[config.mk]
export PLATFORM = sky130hd
export DESIGN_NAME = udp_tx_arbiter
export DESIGN_NICKNAME = d
export VERILOG_FILES = /design/src/rtl/udp_tx_arbiter.sv
export SDC_FILE = /design/constraint.sdc
export NUM_CORES = 1
export LEC_CHECK = 0
export ABC_AREA = 1
export BUFFER_PORTS_ARGS = -buffer_cell sky130_fd_sc_hd__buf_2
export CAP_MARGIN = 20
export CELL_PAD_IN_SITES_DETAIL_PLACEMENT = 1
export CELL_PAD_IN_SITES_GLOBAL_PLACEMENT = 2
export CORE_MARGIN = 10
export CORE_UTILIZATION = 29
export DETAILED_ROUTE_END_ITERATION = 8
export MAX_ROUTING_LAYER = met4
export PLACE_DENSITY = 0.77
export SLEW_MARGIN = 30
export SYNTH_ARGS = -nofsm -noshare
export SYNTH_HDL_FRONTEND = slang
export SYNTH_SLANG_ARGS = --single-unit
[constraint.sdc]
create_clock -name i_clk -period 3 [get_ports i_clk]
set_input_delay 0.15 -clock i_clk [delete_from_list [all_inputs] [get_ports i_clk]]
set_output_delay 0.15 -clock i_clk [all_outputs]
set_load 0.01 [all_outputs]
[src/rtl/udp_tx_arbiter.sv]
// udp_tx_arbiter: packet-level round-robin arbiter sharing one UDP TX path
// between two user channels. Each granted packet gets a port-configuration
// strobe, then its payload is streamed with length enforcement, followed by
// an idle gap.
module udp_tx_arbiter #(
  parameter logic [15:0] P_CH0_SRC_PORT = 16'h8080,
  parameter logic [15:0] P_CH0_DST_PORT = 16'h8080,
  parameter logic [15:0] P_CH1_SRC_PORT = 16'h8081,
  parameter logic [15:0] P_CH1_DST_PORT = 16'h8081,
  parameter int unsigned P_TIMEOUT      = 16,
  parameter int unsigned P_GAP          = 4
) (
  input  logic        i_clk,
  input  logic        i_rst_n,
  input  logic        i_ch0_req,
  input  logic [15:0] i_ch0_len,
  input  logic [7:0]  i_ch0_data,
  input  logic        i_ch0_valid,
  input  logic        i_ch0_last,
  output logic        o_ch0_grant,
  input  logic        i_ch1_req,
  input  logic [15:0] i_ch1_len,
  input  logic [7:0]  i_ch1_data,
  input  logic        i_ch1_valid,
  input  logic        i_ch1_last,
  output logic        o_ch1_grant,
  input  logic        i_udp_ready,
  output logic [15:0] o_src_udp_port,
  output logic        o_src_udp_valid,
  output logic [15:0] o_dst_udp_port,
  output logic        o_dst_udp_valid,
  output logic [7:0]  o_udp_data,
  output logic [15:0] o_udp_len,
  output logic        o_udp_last,
  output logic        o_udp_valid,
  output logic        o_len_err
);

  typedef enum logic [2:0] {
    S_IDLE,
    S_CFG,
    S_GRANT,
    S_XFER,
    S_GAP
  } state_t;

  localparam logic [15:0] L_TMO_LAST = 16'(P_TIMEOUT - 1);
  // A zero gap still spends one cycle in GAP before returning to IDLE.
  localparam int unsigned L_GAP_LAST_I = (P_GAP == 0) ? 0 : (P_GAP - 1);
  localparam logic [7:0]  L_GAP_LAST = 8'(L_GAP_LAST_I);

  state_t      r_state;
  logic        r_win;   // channel owning the current slot
  logic        r_rr;    // last-served channel
  logic [15:0] r_cnt;   // beats forwarded in the current packet
  logic [15:0] r_tmo;   // cycles spent in GRANT without a beat
  logic [7:0]  r_gap;   // cycles spent in GAP

  logic        w_sel;
  logic [15:0] w_sel_len;
  logic        w_valid;
  logic        w_last;
  logic [7:0]  w_data;
  logic [15:0] w_cnt_nxt;
  logic        w_end;

  // Arbitration choice and the granted channel's beat, muxed by the winner id.
  always_comb begin
    w_sel     = (i_ch0_req && i_ch1_req) ? ~r_rr : i_ch1_req;
    w_sel_len = w_sel ? i_ch1_len : i_ch0_len;
    w_valid   = r_win ? i_ch1_valid : i_ch0_valid;
    w_last    = r_win ? i_ch1_last  : i_ch0_last;
    w_data    = r_win ? i_ch1_data  : i_ch0_data;
    w_cnt_nxt = r_cnt + 16'd1;
    w_end     = w_last || (w_cnt_nxt == o_udp_len);
  end

  // Slot state machine with registered outputs. The configuration strobe is
  // registered on the selecting IDLE edge so it is visible during CFG.
  always_ff @(posedge i_clk or negedge i_rst_n) begin
    if (!i_rst_n) begin
      r_state         <= S_IDLE;
      r_win           <= 1'b0;
      r_rr            <= 1'b1;
      r_cnt           <= '0;
      r_tmo           <= '0;
      r_gap           <= '0;
      o_ch0_grant     <= 1'b0;
      o_ch1_grant     <= 1'b0;
      o_src_udp_port  <= P_CH0_SRC_PORT;
      o_dst_udp_port  <= P_CH0_DST_PORT;
      o_src_udp_valid <= 1'b0;
      o_dst_udp_valid <= 1'b0;
      o_udp_data      <= '0;
      o_udp_len       <= '0;
      o_udp_last      <= 1'b0;
      o_udp_valid     <= 1'b0;
      o_len_err       <= 1'b0;
    end else begin
      o_src_udp_valid <= 1'b0;
      o_dst_udp_valid <= 1'b0;
      o_udp_valid     <= 1'b0;
      o_udp_last      <= 1'b0;
      o_len_err       <= 1'b0;
      case (r_state)
        S_IDLE: begin
          if (i_udp_ready && (i_ch0_req || i_ch1_req)) begin
            r_win           <= w_sel;
            o_udp_len       <= w_sel_len;
            o_src_udp_port  <= w_sel ? P_CH1_SRC_PORT : P_CH0_SRC_PORT;
            o_dst_udp_port  <= w_sel ? P_CH1_DST_PORT : P_CH0_DST_PORT;
            o_src_udp_valid <= 1'b1;
            o_dst_udp_valid <= 1'b1;
            o_len_err       <= (w_sel_len == '0);
            r_state         <= S_CFG;
          end
        end
        S_CFG: begin
          r_cnt <= '0;
          r_tmo <= '0;
          r_gap <= '0;
          if (o_udp_len == '0) begin
            r_rr    <= r_win;
            r_state <= S_GAP;
          end else begin
            o_ch0_grant <= ~r_win;
            o_ch1_grant <= r_win;
            r_state     <= S_GRANT;
          end
        end
        S_GRANT, S_XFER: begin
          if (w_valid) begin
            o_udp_valid <= 1'b1;
            o_udp_data  <= w_data;
            r_cnt       <= w_cnt_nxt;
            r_state     <= S_XFER;
            if (w_end) begin
              o_udp_last  <= 1'b1;
              o_len_err   <= !w_last || (w_cnt_nxt != o_udp_len);
              o_ch0_grant <= 1'b0;
              o_ch1_grant <= 1'b0;
              r_rr        <= r_win;
              r_gap       <= '0;
              r_state     <= S_GAP;
            end
          end else if (r_state == S_GRANT) begin
            if (r_tmo == L_TMO_LAST) begin
              o_ch0_grant <= 1'b0;
              o_ch1_grant <= 1'b0;
              r_rr        <= r_win;
              r_gap       <= '0;
              r_state     <= S_GAP;
            end else begin
              r_tmo <= r_tmo + 16'd1;
            end
          end
        end
        S_GAP: begin
          if (r_gap >= L_GAP_LAST) begin
            r_state <= S_IDLE;
          end else begin
            r_gap <= r_gap + 8'd1;
          end
        end
        default: r_state <= S_IDLE;
      endcase
    end
  end

endmodule

# Word-level counts from Yosys, hierarchy flattened
# Index checks and enable logic that the tools add are counted.
[totals] reg_bits=91 input_bits=57 output_inout_bits=63 elab_cells=111
[op_classes] add_sub_neg=3 magnitude_cmp=1 eq_ne=19 n_mux=51 bitwise_logic=2 reduce_logical=20
[ops] op="two-way mux 16 bit" n=5
[ops] op="one-hot mux 16 bit (2 select lines)" n=2
[ops] op="two-way mux 8 bit" n=6
[ops] op="adder 16 x 1 -> 16 bit (second input constant)" n=2
[ops] op="zero test 16 bit" n=2
[ops] op="two-way mux 1 bit" n=25
[ops] op="one-hot mux 8 bit (3 select lines)" n=1
[ops] op="two-way mux 3 bit" n=7
[ops] op="!= test 2 bit (second input constant)" n=9
[ops] op="== test 16 bit" n=1
[ops] op="== test 16 x 4 -> 1 bit (second input constant)" n=1
[ops] op="!= test 16 bit" n=1
[ops] op="AND reduction 5 bit" n=3
[ops] op="one-hot mux 3 bit (4 select lines)" n=1
[ops] op="!= test 3 bit (second input constant)" n=3
[ops] op="adder 8 x 1 -> 8 bit (second input constant)" n=1
[ops] op=">= comparator 8 x 2 -> 1 bit (second input constant)" n=1
[ops] op="one-hot mux 1 bit (2 select lines)" n=4
[ops] op="AND reduction 4 bit" n=2
[ops] op="== test 3 x 2 -> 1 bit (second input constant)" n=2
[ops] op="AND reduction 2 bit" n=3
[ops] op="== test 3 x 1 -> 1 bit (second input constant)" n=1
[ops] op="== test 3 bit (second input constant)" n=1
[ops] op="zero test 3 bit" n=1
[ops] op="other kinds (7)" n=11

# Longest topological paths before layout
# Gate-level depths: netlist (run 1).
[logic_depth] ltp_word=6 depth_mapped=20 depth_no_buf=20

# Worst setup path after synthesis (run 1)
# Ideal clock, no wire load.
[synth_path] path_kind="flip-flop to flip-flop" startpoint="register r_cnt[0]" endpoint="register o_ch1_grant" setup_time_ps=118 t_arrival_ps=2213 required_time_ps=2882 path_slack_ps=669 stages_incl_launch_ff=18 path_buffers=0 period_less_slack_ps=2331 path_cell_list="dfrtp_1 ha_1 nand3_1 nor2_4 nand2_1 xor2_1 nand2_1 nand2_1 nand3_1 nor2_1 nand2_1 ha_1 nand2_1 nand2_2 nor2_1 inv_1 nand2_1 nand2_1"
[synth_between] elab_chain_cells=5
[synth_rtl] item="from (decl)" line="55" rtl="logic [15:0] r_cnt;"
[synth_rtl] item="from (signal assigned)" line="135" rtl="r_cnt <= w_cnt_nxt;"
[synth_rtl] item="adder 16 x 1 -> 16 bit" line="74" rtl="w_cnt_nxt = r_cnt + 16'd1;"
[synth_rtl] item="== test 16 bit" line="75" rtl="w_end = w_last || (w_cnt_nxt == o_udp_len);"
[synth_rtl] item="logical OR 1 bit" line="75"
[synth_rtl] item="!= test 3 bit (no line)"
[synth_rtl] item="AND reduction 5 bit (no line)"
[synth_rtl] item="to (signal assigned)" line="127" rtl="o_ch1_grant <= r_win;"
[synth_rtl] item="to (decl)" line="26" rtl="output logic o_ch1_grant,"
# Every way passes these cells.
# A chain may end at the register's enable or synchronous reset.

# Final worst setup path (run 1)
[layout_path] startpoint="register r_cnt[3]" endpoint="register o_ch0_grant"
[layout_between] elab_chain_cells=5
[layout_rtl] item="adder 16 x 1 -> 16 bit" line="74"
[layout_rtl] item="== test 16 bit" line="75"
[layout_rtl] item="logical OR 1 bit" line="75"
[layout_rtl] item="!= test 3 bit (no line)"
[layout_rtl] item="AND reduction 5 bit (no line)"
[layout_rtl] item="to (signal assigned)" line="126" rtl="o_ch0_grant <= ~r_win;"
[layout_rtl] item="to (decl)" line="20" rtl="output logic o_ch0_grant,"
# Every way passes these cells.

==> out/metrics.sh, run 1 <==
WORST_PATH_REQUIRED_TIME_NS=3.23
GRT_MAX_DEGREE=76
ANTENNA_LEFT=0
LAYOUT.FILLER_CELLS=1959
ANTENNA_FOUND_INITIAL=0
MOSTFREQUENTLAYOUTCELL='sky130_fd_sc_hd__nand2_1'
FLOORPLAN.DIE_AREA_UM2=21200
TOTALPOWERFINAL_W=0.00426
AVERAGE_ROUTED_WIRE_PER_STANDARD_CELL_UM=16.0
SYNTH_FLOP_CELL='sky130_fd_sc_hd__dfrtp_1'
FIRST_PASS_ITERATION_COUNT_OF_THE_DETAILED_ROUTER=4
PERIOD_NEEDED_NS=2.68
SYNTH_ASYNC_SR_FLOP_SHARE_PCT=100
YOSYSWARNINGS=0
DIE-HEIGHT_UM=146
SETUP_CRIT_PATH_KIND='flip-flop to flip-flop'
CTS_TREE='built'
SETUP_VIOL_COUNT_FINAL=0
GROUTE.USAGE.OVERALL_PCT=14.1
ROUTE.LAYER.MET1.WL_MM=6.98
WORSTMARGINPINSLEW_NS=0.745
DETAILROUTE.WIRELENGTH.MET2_MM=6.90
GRT_FIRST_PASS_WIRELENGTH_MM=24.1
DETAIL_ROUTE.ITER0.VIOLATIONS=235
DRC=0
CELL_CLASS_CONTRIBUTING_THE_BIGGEST_SHARE_OF_WORST_PATH_DELAY='simple AND/OR/NAND/NOR gates'
WL_MM=14.8
CRITICAL_PATH_PEAK_FANOUT=7
MET3ROUTEDLENGTH_UM=782
POWER_DENSITY_nW_PER_UM2=785
CRITICAL_PATH.CELL_CHAIN='nand2_1, nor2_2, nand2_1, o21ai_1, nand2_1, nand2_1, nand2_1, inv_1, nand2_1, nor2_1, nand2_1, ha_1, nand2_1, nand2_2, nor2_1, inv_1, nand2_1, nand2_1'
HIGHEST_LAYER_USED_FOR_SIGNAL_ROUTING='met4'
DIEWIDTH_UM=146
H-TREE-DEPTH=3
INITIAL_CORE_UTIL_PCT=29.9
SYNTH_ENABLE_FLOP_CELLS=0
DP_HPWL_MM=11.6
N_DIODES=0
FINAL_NET_COUNT=769
VIAS_PER_CELL=4.65
CRITICAL-PATH-MAX-STAGE-DELAY_NS=0.41
OUTCOME='finished, final reports clean'
GP_ROUTABILITY_CONGESTION=0.839
WORSTPATHBUFFERINVERTERCOUNT=2
POSTSYNTHAREAPERCELL_UM2=7.37
SYNTHCELLS=620
YS_FF_LATCH=75
IO-PIN-COUNT=120
TIMING_MAX_TRANSITION_VIOLATIONS_FINAL=0
WORSTSKEWPAIRLATENCY_NS=0.34
SYNTHESIS_TO_FINISH_AREA_GROWTH_PCT=18.6
COREAREA_UM2=15300
HOLD_VIOL_FINAL=0
TRITONCTS.NUM_BUFFERS=9
TIMING.FINAL.CRIT_SHARE_PCT=89.3
WORST_MIN_DELAY_PATH_CATEGORY='primary input to flip-flop'
SYNTH.LIB_CELLS_USED.DISTINCT=34
SETUP_TNS_NS=0
LAYOUT_COMMON_CELLS='sky130_fd_sc_hd__nand2_1 (168), sky130_fd_sc_hd__buf_2 (88), sky130_fd_sc_hd__dfrtp_1 (74)'
WORST_EP_ARRIVAL_TIME_NS=2.91
FIN_SKEW_NS=0.00597
CLK_PIN_SLEW_NS=0.06
TIMING.FMAX_MHz=373
CLOCK-SINKS=75
CLOCK_PATH_BUFFERS=2
UNREPAIRED_SETUP_ENDPOINTS_AFTER_GLOBAL_ROUTING='false'
MAXSLEWHEADROOM_PCT=50.3
WORST_IR_DROP_VDD_mV=0.273
FIRST_GLOBAL_VIAS=4733
VIAS_AFTER_DETAILED_ROUTING=4294
SORT_OF_ELEMENT_AT_THE_START_OF_THE_CRITICAL_PATH='flip-flop'
PLACEMENT.IO_BUFFERS=89
SETUP.WORST_PATH.END_CLASS='flip-flop'
CRITICAL_PATH.MOST_COMMON_CELL='sky130_fd_sc_hd__nand2_1'
CELL_AREA_AFTER_SYNTHESIS_UM2=4570
GRT-OVFL-TOTAL=0
PROPORTION_OF_SYNTHESIZED_CHIP_AREA_IN_SEQUENTIAL_CELLS_PCT=41.1
DRIVE_ABOVE_1_SHARE_PCT=18.4
MAX_CAP_VIOL_COUNT=0
POWER.STATIC_LEAKAGE_nW=2.68
CRIT_PATH_TOP_DELAY_CELL='sky130_fd_sc_hd__dfrtp_1'
CORE.ROWCOUNT=45
CTS_ROOT_BUFFER='sky130_fd_sc_hd__clkbuf_16'
-- routing by layer --
metal	global-route usage, %	up-vias
li1	-	2134
met1	17.2	2043
met2	22.6	111
met3	3.94	6
met4	3.24	0
met5	-	-
-- kinds of logic (layout without fill, tap and decap cells) --
group / after synthesis / count (layout) / share of synthesized area, %
and+or+nand+nor: 322 / 323 / 30.7
AOI/OAI and AO/OA: 72 / 72 / 8.76
muxes: 8 / 8 / 1.78
adders and majority gates: 4 / 4 / 1.09
xor gates and xnor gates: 14 / 14 / 3.31
other: 2 / 30 / 0.164
buffers and inverters: 123 / 187 / 13.2
DFF: 75 / 75 / 41.1
-- what timing repair did --
item	4_1_cts	5_1_grt
setup endpoints to repair	0	2
setup buffers	0	1
hold buffers	1	0
hold endpoints to repair	74	0
resized for setup	0	1
-- cell usage after synthesis (7+ instances only) --
library cell                n  area (um^2)
sky130_fd_sc_hd__xor2_1    11         96.3
sky130_fd_sc_hd__o21ai_0   33          165
sky130_fd_sc_hd__nor3_1     8         40.0
sky130_fd_sc_hd__o21ai_1    7         35.0
sky130_fd_sc_hd__buf_2      7         35.0
sky130_fd_sc_hd__o22ai_1   11         68.8
sky130_fd_sc_hd__dfrtp_1   74         1850
sky130_fd_sc_hd__buf_4     33          248
sky130_fd_sc_hd__inv_1     70          263
sky130_fd_sc_hd__nand4_1   21          131
sky130_fd_sc_hd__nand3_1   53          265
sky130_fd_sc_hd__mux2i_1    7         70.1
sky130_fd_sc_hd__nor2_1    60          225
sky130_fd_sc_hd__nand2_1  168          631
sky130_fd_sc_hd__a31oi_1    9         56.3
-- metrics by stage --
step                utilization, %  instances  instance area, um^2  setup slack [ns]  hold slack [ns]
global placement              33.3        905                 5100             0.414            0.388
finish                        35.4        924                 5420             0.321           0.0696
detailed placement            33.3        905                 5110             0.276            0.249
CTS                           35.3        922                 5400             0.261           0.0507
global route                  35.4        924                 5420           0.00666           0.0671
floorplan                        -        648                 4680             0.669           -0.146
-- report_power, final --
| part | switching, W | internal [W] |
|---|---|---|
| Combinational | 0.00108 | 0.000575 |
| Sequential | 0.000288 | 0.00127 |
| Clock | 0.000456 | 0.000590 |
-- final timing paths --
check                              start            end  slack [ns]  cells after the start
max                             r_cnt[3]    o_ch0_grant        0.32                     18
min                        i_ch1_data[0]  o_udp_data[0]        0.07                      3
max reg2reg                     r_cnt[3]    o_ch0_grant        0.32                     18
min reg2reg                     r_gap[0]       r_gap[0]        0.49                      1
max in group asynchronous        i_rst_n   o_udp_len[9]        2.06                      2
min in group asynchronous        i_rst_n       r_cnt[5]        0.42                      2
-- sequential cells by signal, indices dropped and copies added (netlist names) --
signal and cells:
o_ch1_grant 1, o_ch0_grant 1, o_udp_data 8, o_len_err 1, o_udp_len 16, r_state 3, o_dst_udp_valid 1, r_tmo 16
r_cnt 16, o_udp_last 1, r_win 1, r_rr 1, o_udp_valid 1, r_gap 8
-- final cells by class --
class,count,area [um^2],share of cell area (%)
clock buffers,10,239,4.41
clock inverters,6,48.8,0.900
inverters,76,285,5.26
multi-input cells,451,2210,40.7
flip-flops and latches,75,1880,34.6
well taps,211,264,4.87
repair buffers,95,499,9.21
-- tightest hold or removal path, delay by kind of cell --
kind	cells	cell delay (ns)
AO/OA/AOI/OAI	1	0.07
buffers and inverters	1	0.09
AND/OR/NAND/NOR	1	0.05
Power figures use the tool's default switching activity.
==> inputs of run 2 (changes only) <==
--- a/config.mk
+++ b/config.mk
@@ -5,13 +5,12 @@
 export SDC_FILE = /design/constraint.sdc
 export NUM_CORES = 1
 export LEC_CHECK = 0
-export ABC_AREA = 1
 export BUFFER_PORTS_ARGS = -buffer_cell sky130_fd_sc_hd__buf_2
 export CAP_MARGIN = 20
 export CELL_PAD_IN_SITES_DETAIL_PLACEMENT = 1
 export CELL_PAD_IN_SITES_GLOBAL_PLACEMENT = 2
 export CORE_MARGIN = 10
-export CORE_UTILIZATION = 29
+export CORE_UTILIZATION = 31
 export DETAILED_ROUTE_END_ITERATION = 8
 export MAX_ROUTING_LAYER = met4
 export PLACE_DENSITY = 0.77
==> out/metrics.sh, run 2 <==
WORST_IR_DROP_VDD_mV=0.397
HOLDWS_NS=0.106
CLK_PIN_SLEW_NS=0.06
CTS_TREE='built'
WORST_MIN_DELAY_PATH_CATEGORY='primary input to flip-flop'
CLOCK-SINKS=75
SYNTHXORXNORAREAFRAC_PCT=5.27
P_COMB_SHARE_PCT=38.4
UNREPAIRED_SETUP_ENDPOINTS_AFTER_GLOBAL_ROUTING='true'
CRITICAL_PATH_PEAK_FANOUT=7
ANTENNA_LEFT=0
SYNTH_TOP_FAMILY_BY_AREA='simple AND/OR/NAND/NOR gates'
CELL_AREA_AFTER_SYNTHESIS_UM2=4490
HIGHEST_LAYER_USED_FOR_SIGNAL_ROUTING='met4'
HOLD_VIOL_FINAL=0
GROUTE.USAGE.OVERALL_PCT=14.4
GRT-OVFL-TOTAL=0
PRE_CTS_SLACK_NS=0.0115
SETUP.WORST_PATH.END_CLASS='flip-flop'
ROUTE.LAYER.MET1.WL_MM=6.42
PROPORTION_OF_SYNTHESIZED_CHIP_AREA_IN_SEQUENTIAL_CELLS_PCT=41.9
SYNTHMOSTINSTANTIATEDCELL='sky130_fd_sc_hd__dfrtp_1'
YOSYS.AREA_SHARE.SIMPLE_PCT=21.6
VIAS_PER_CELL=5.09
TIMING.RR.START='r_cnt[10]'
VIAS_AFTER_DETAILED_ROUTING=3932
CRITICAL_PATH.REG2REG.ENDPOINT='r_rr'
TIMING.FINAL.CRIT_SHARE_PCT=93.4
SYNTH_COMMON_CELLS='sky130_fd_sc_hd__dfrtp_1 (74), sky130_fd_sc_hd__nor2_1 (56), sky130_fd_sc_hd__o21ai_0 (45)'
MOST_AREA_HUNGRY_CELL_TYPE_IN_THE_YOSYS_NETLIST='sky130_fd_sc_hd__dfrtp_1'
ANTENNA_FOUND_INITIAL=0
FINALNONFILLERCELLS=773
FIRST_GLOBAL_VIAS=4175
YOSYSWARNINGS=0
FIN_SKEW_NS=0.00892
OUTCOME='finished, final reports clean'
PERIOD_NEEDED_NS=2.80
HOLD_WORST_PATH_END='o_udp_data[0]'
POST_SYNTH_MUX_AREA_SHARE_PCT=8.00
SYNTH.LIB_CELLS_USED.DISTINCT=55
WL_MM=14.1
POWER.SHARE.CLOCK_PCT=25.4
DIE-HEIGHT_UM=140
SETUP_VIOL_COUNT_FINAL=0
MAX_CAP_VIOL_COUNT=0
COREAREA_UM2=14000
SYNTH.TOP_CELL.AREA_SHARE_PCT=41.3
CRITICAL-PATH-MAX-STAGE-DELAY_NS=0.45
SETUP_CRIT_PATH_KIND='flip-flop to flip-flop'
TIMING.FMAX_MHz=357
SETUP_TNS_NS=0
CLOCK_PATH_BUFFERS=2
TIMING.REG2REG.WORST_PATH_DEPTH=10
CORE.ROWCOUNT=43
PLACEMENT.IO_BUFFERS=89
WORSTSKEWPAIRLATENCY_NS=0.34
SYNTH_ASYNC_SR_FLOP_SHARE_PCT=100
YS_FF_LATCH=75
SYNTH_ENABLE_FLOP_CELLS=0
FIRST_PASS_ITERATION_COUNT_OF_THE_DETAILED_ROUTER=7
FLOORPLAN.DIE_AREA_UM2=19700
REG.LARGEST.LIST='o_udp_len (16), r_cnt (16), r_tmo (16)'
CTS_ROOT_BUFFER='sky130_fd_sc_hd__clkbuf_16'
POSTSYNTHAREAPERCELL_UM2=9.05
FINAL_NET_COUNT=649
SORT_OF_ELEMENT_AT_THE_START_OF_THE_CRITICAL_PATH='flip-flop'
SEQPWRFRAC_PCT=36.3
DETAILROUTE.WIRELENGTH.MET2_MM=6.99
SYNTH_FLOP_CELL='sky130_fd_sc_hd__dfrtp_1'
POWER_DENSITY_nW_PER_UM2=829
SYNTHTOPCELLSBYAREA='sky130_fd_sc_hd__dfrtp_1 (41%), sky130_fd_sc_hd__mux2i_1 (6.9%), sky130_fd_sc_hd__buf_4 (5.7%)'
HOLD_PATH_DEPTH=3
PLACED_CELLS_INCL_TAPS=754
SYNTHESIS_TO_FINISH_AREA_GROWTH_PCT=21.9
CRIT_PATH_TOP_DELAY_CELL='sky130_fd_sc_hd__dfrtp_2'
GRT_MAX_DEGREE=76
YOSYS.AREA_SHARE.ADDER_PCT=1.12
SYNTHCELLS=496
MOSTFREQUENTLAYOUTCELL='sky130_fd_sc_hd__buf_2'
INTERNAL_PORTION_OF_TOTAL_POWER_W=0.00273
LAYOUT_COMMON_CELLS='sky130_fd_sc_hd__buf_2 (88), sky130_fd_sc_hd__dfrtp_1 (71), sky130_fd_sc_hd__nor2_1 (55)'
H-TREE-DEPTH=3
TIMING.HOLD.WORST.START='i_ch1_data[0]'
N_DIODES=0
WORSTMARGINPINSLEW_NS=0.734
NET_SWITCHING_SHARE_OF_THE_TOTAL_POWER_PCT=39.8
WORST_EP_ARRIVAL_TIME_NS=3.07
DP_HPWL_MM=10.8
TIMING_MAX_TRANSITION_VIOLATIONS_FINAL=0
AVERAGE_ROUTED_WIRE_PER_STANDARD_CELL_UM=18.3
MAXSLEWHEADROOM_PCT=50.7
DIEWIDTH_UM=140
DRIVE_ABOVE_1_SHARE_PCT=26.0
POWER.SWITCHING_W=0.00181
GRT_FIRST_PASS_WIRELENGTH_MM=22.6
INITIAL_CORE_UTIL_PCT=32.0
MET3ROUTEDLENGTH_UM=584
WORST_PATH_REQUIRED_TIME_NS=3.27
POWER.STATIC_LEAKAGE_nW=2.47
TOTALPOWERFINAL_W=0.00454
REGTOREGSETUPSLACK_NS=0.20
TRITONCTS.NUM_BUFFERS=9
CRITICAL_PATH.CELL_CHAIN='xor2_1, or3_1, a2111o_1, nor4_2, nand4_1, ha_2, buf_4, a21oi_1, o211ai_1, mux2_4'
POSTLAYOUTSETUPSLACKWORST_NS=0.197
DETAIL_ROUTE.ITER0.VIOLATIONS=166
SYNTH-COMPOUND-AREA-SHARE_PCT=13.2
GP_ROUTABILITY_CONGESTION=0.859
IO-PIN-COUNT=120
DRC=0
## run 2: changes by cell type in the layout (fill, tap and decap cells not counted), moves of 12 or more
cell and delta:
sky130_fd_sc_hd__a21oi_1 +25, sky130_fd_sc_hd__xnor2_1 +16, sky130_fd_sc_hd__mux2i_1 +24, sky130_fd_sc_hd__nor4_1 +14
sky130_fd_sc_hd__inv_1 -63, sky130_fd_sc_hd__o21ai_0 +12, sky130_fd_sc_hd__nand3_1 -39, sky130_fd_sc_hd__nand2_1 -125
sky130_fd_sc_hd__buf_4 +14
## run 2: how the worst max path moves through the flow
stage,endpoint,from,slack [ns],depth (start not counted)
after floorplan,r_gap[5],r_cnt[2],0.25,13
after global placement,r_gap[5],r_cnt[3],0.06,12
after detailed placement,r_gap[5],r_cnt[3],0.01,12
after CTS,r_gap[6],r_cnt[1],0.009,13
after global routing,r_gap[5],r_cnt[5],-0.04,12
final,r_rr,r_cnt[10],0.20,10
## run 2: cell type report
cell class / count / area [um^2]
well taps: 180 / 225
clock buffers: 15 / 288
repair buffers: 109 / 604
flip-flops and latches: 75 / 1880
multi-input cells: 385 / 2410
inverters: 8 / 30.0
fillers: 1664 / 8570
clock inverters: 1 / 30.0
## run 2: per-layer routing
| layer | global-route usage (%) | vias to the layer above |
|---|---|---|
| li1 | - | 1889 |
| met1 | 17.9 | 1941 |
| met2 | 23.1 | 90 |
| met3 | 3.96 | 12 |
| met4 | 2.93 | 0 |
| met5 | - | - |
## run 2: worst max-delay path, delay by kind of cell (launching register included)
family	cells	cell delay, ns
adder cells (fa/ha/maj)	1	0.23
XOR/XNOR	1	0.20
flip-flops	1	0.45
multiplexers	1	0.32
buffers and inverters	1	0.14
AO/OA/AOI/OAI	3	0.71
AND/OR/NAND/NOR	3	0.68
## run 2: timing repair
item	4_1_cts	5_1_grt
hold buffers	1	0
pin swaps	0	5
setup buffers	0	2
gates resized for setup	2	14
cloned	0	0
endpoints found under the hold margin	74	0
setup endpoints to repair	1	12
## run 2: logic make-up after synthesis
| kind of cell | after synthesis |
|---|---|
| compound gates | 103 |
| xor+xnor | 27 |
| fa+ha+maj | 4 |
| buf+inv | 64 |
| flops | 75 |
| mux | 35 |
| other cells | 2 |
| simple gates | 186 |
## run 2: power by group through the flow
stage | clock [W] | combinational, W | sequential, W
final | 0.00115 | 0.00174 | 0.00165
after CTS | 0.00118 | 0.00172 | 0.00164
after detailed placement | 0 | 0.00170 | 0.00166
after floorplan | 0 | 0.00109 | 0.00158
after global routing | 0.00124 | 0.00194 | 0.00169
after global placement | 0 | 0.00166 | 0.00165
## run 2: stage by stage
step	utilization (%)	area, um^2
detailed placement	35.9	5050
global placement	35.9	5040
CTS	38.4	5390
finish	38.9	5470
global route	38.9	5470
floorplan	-	4590
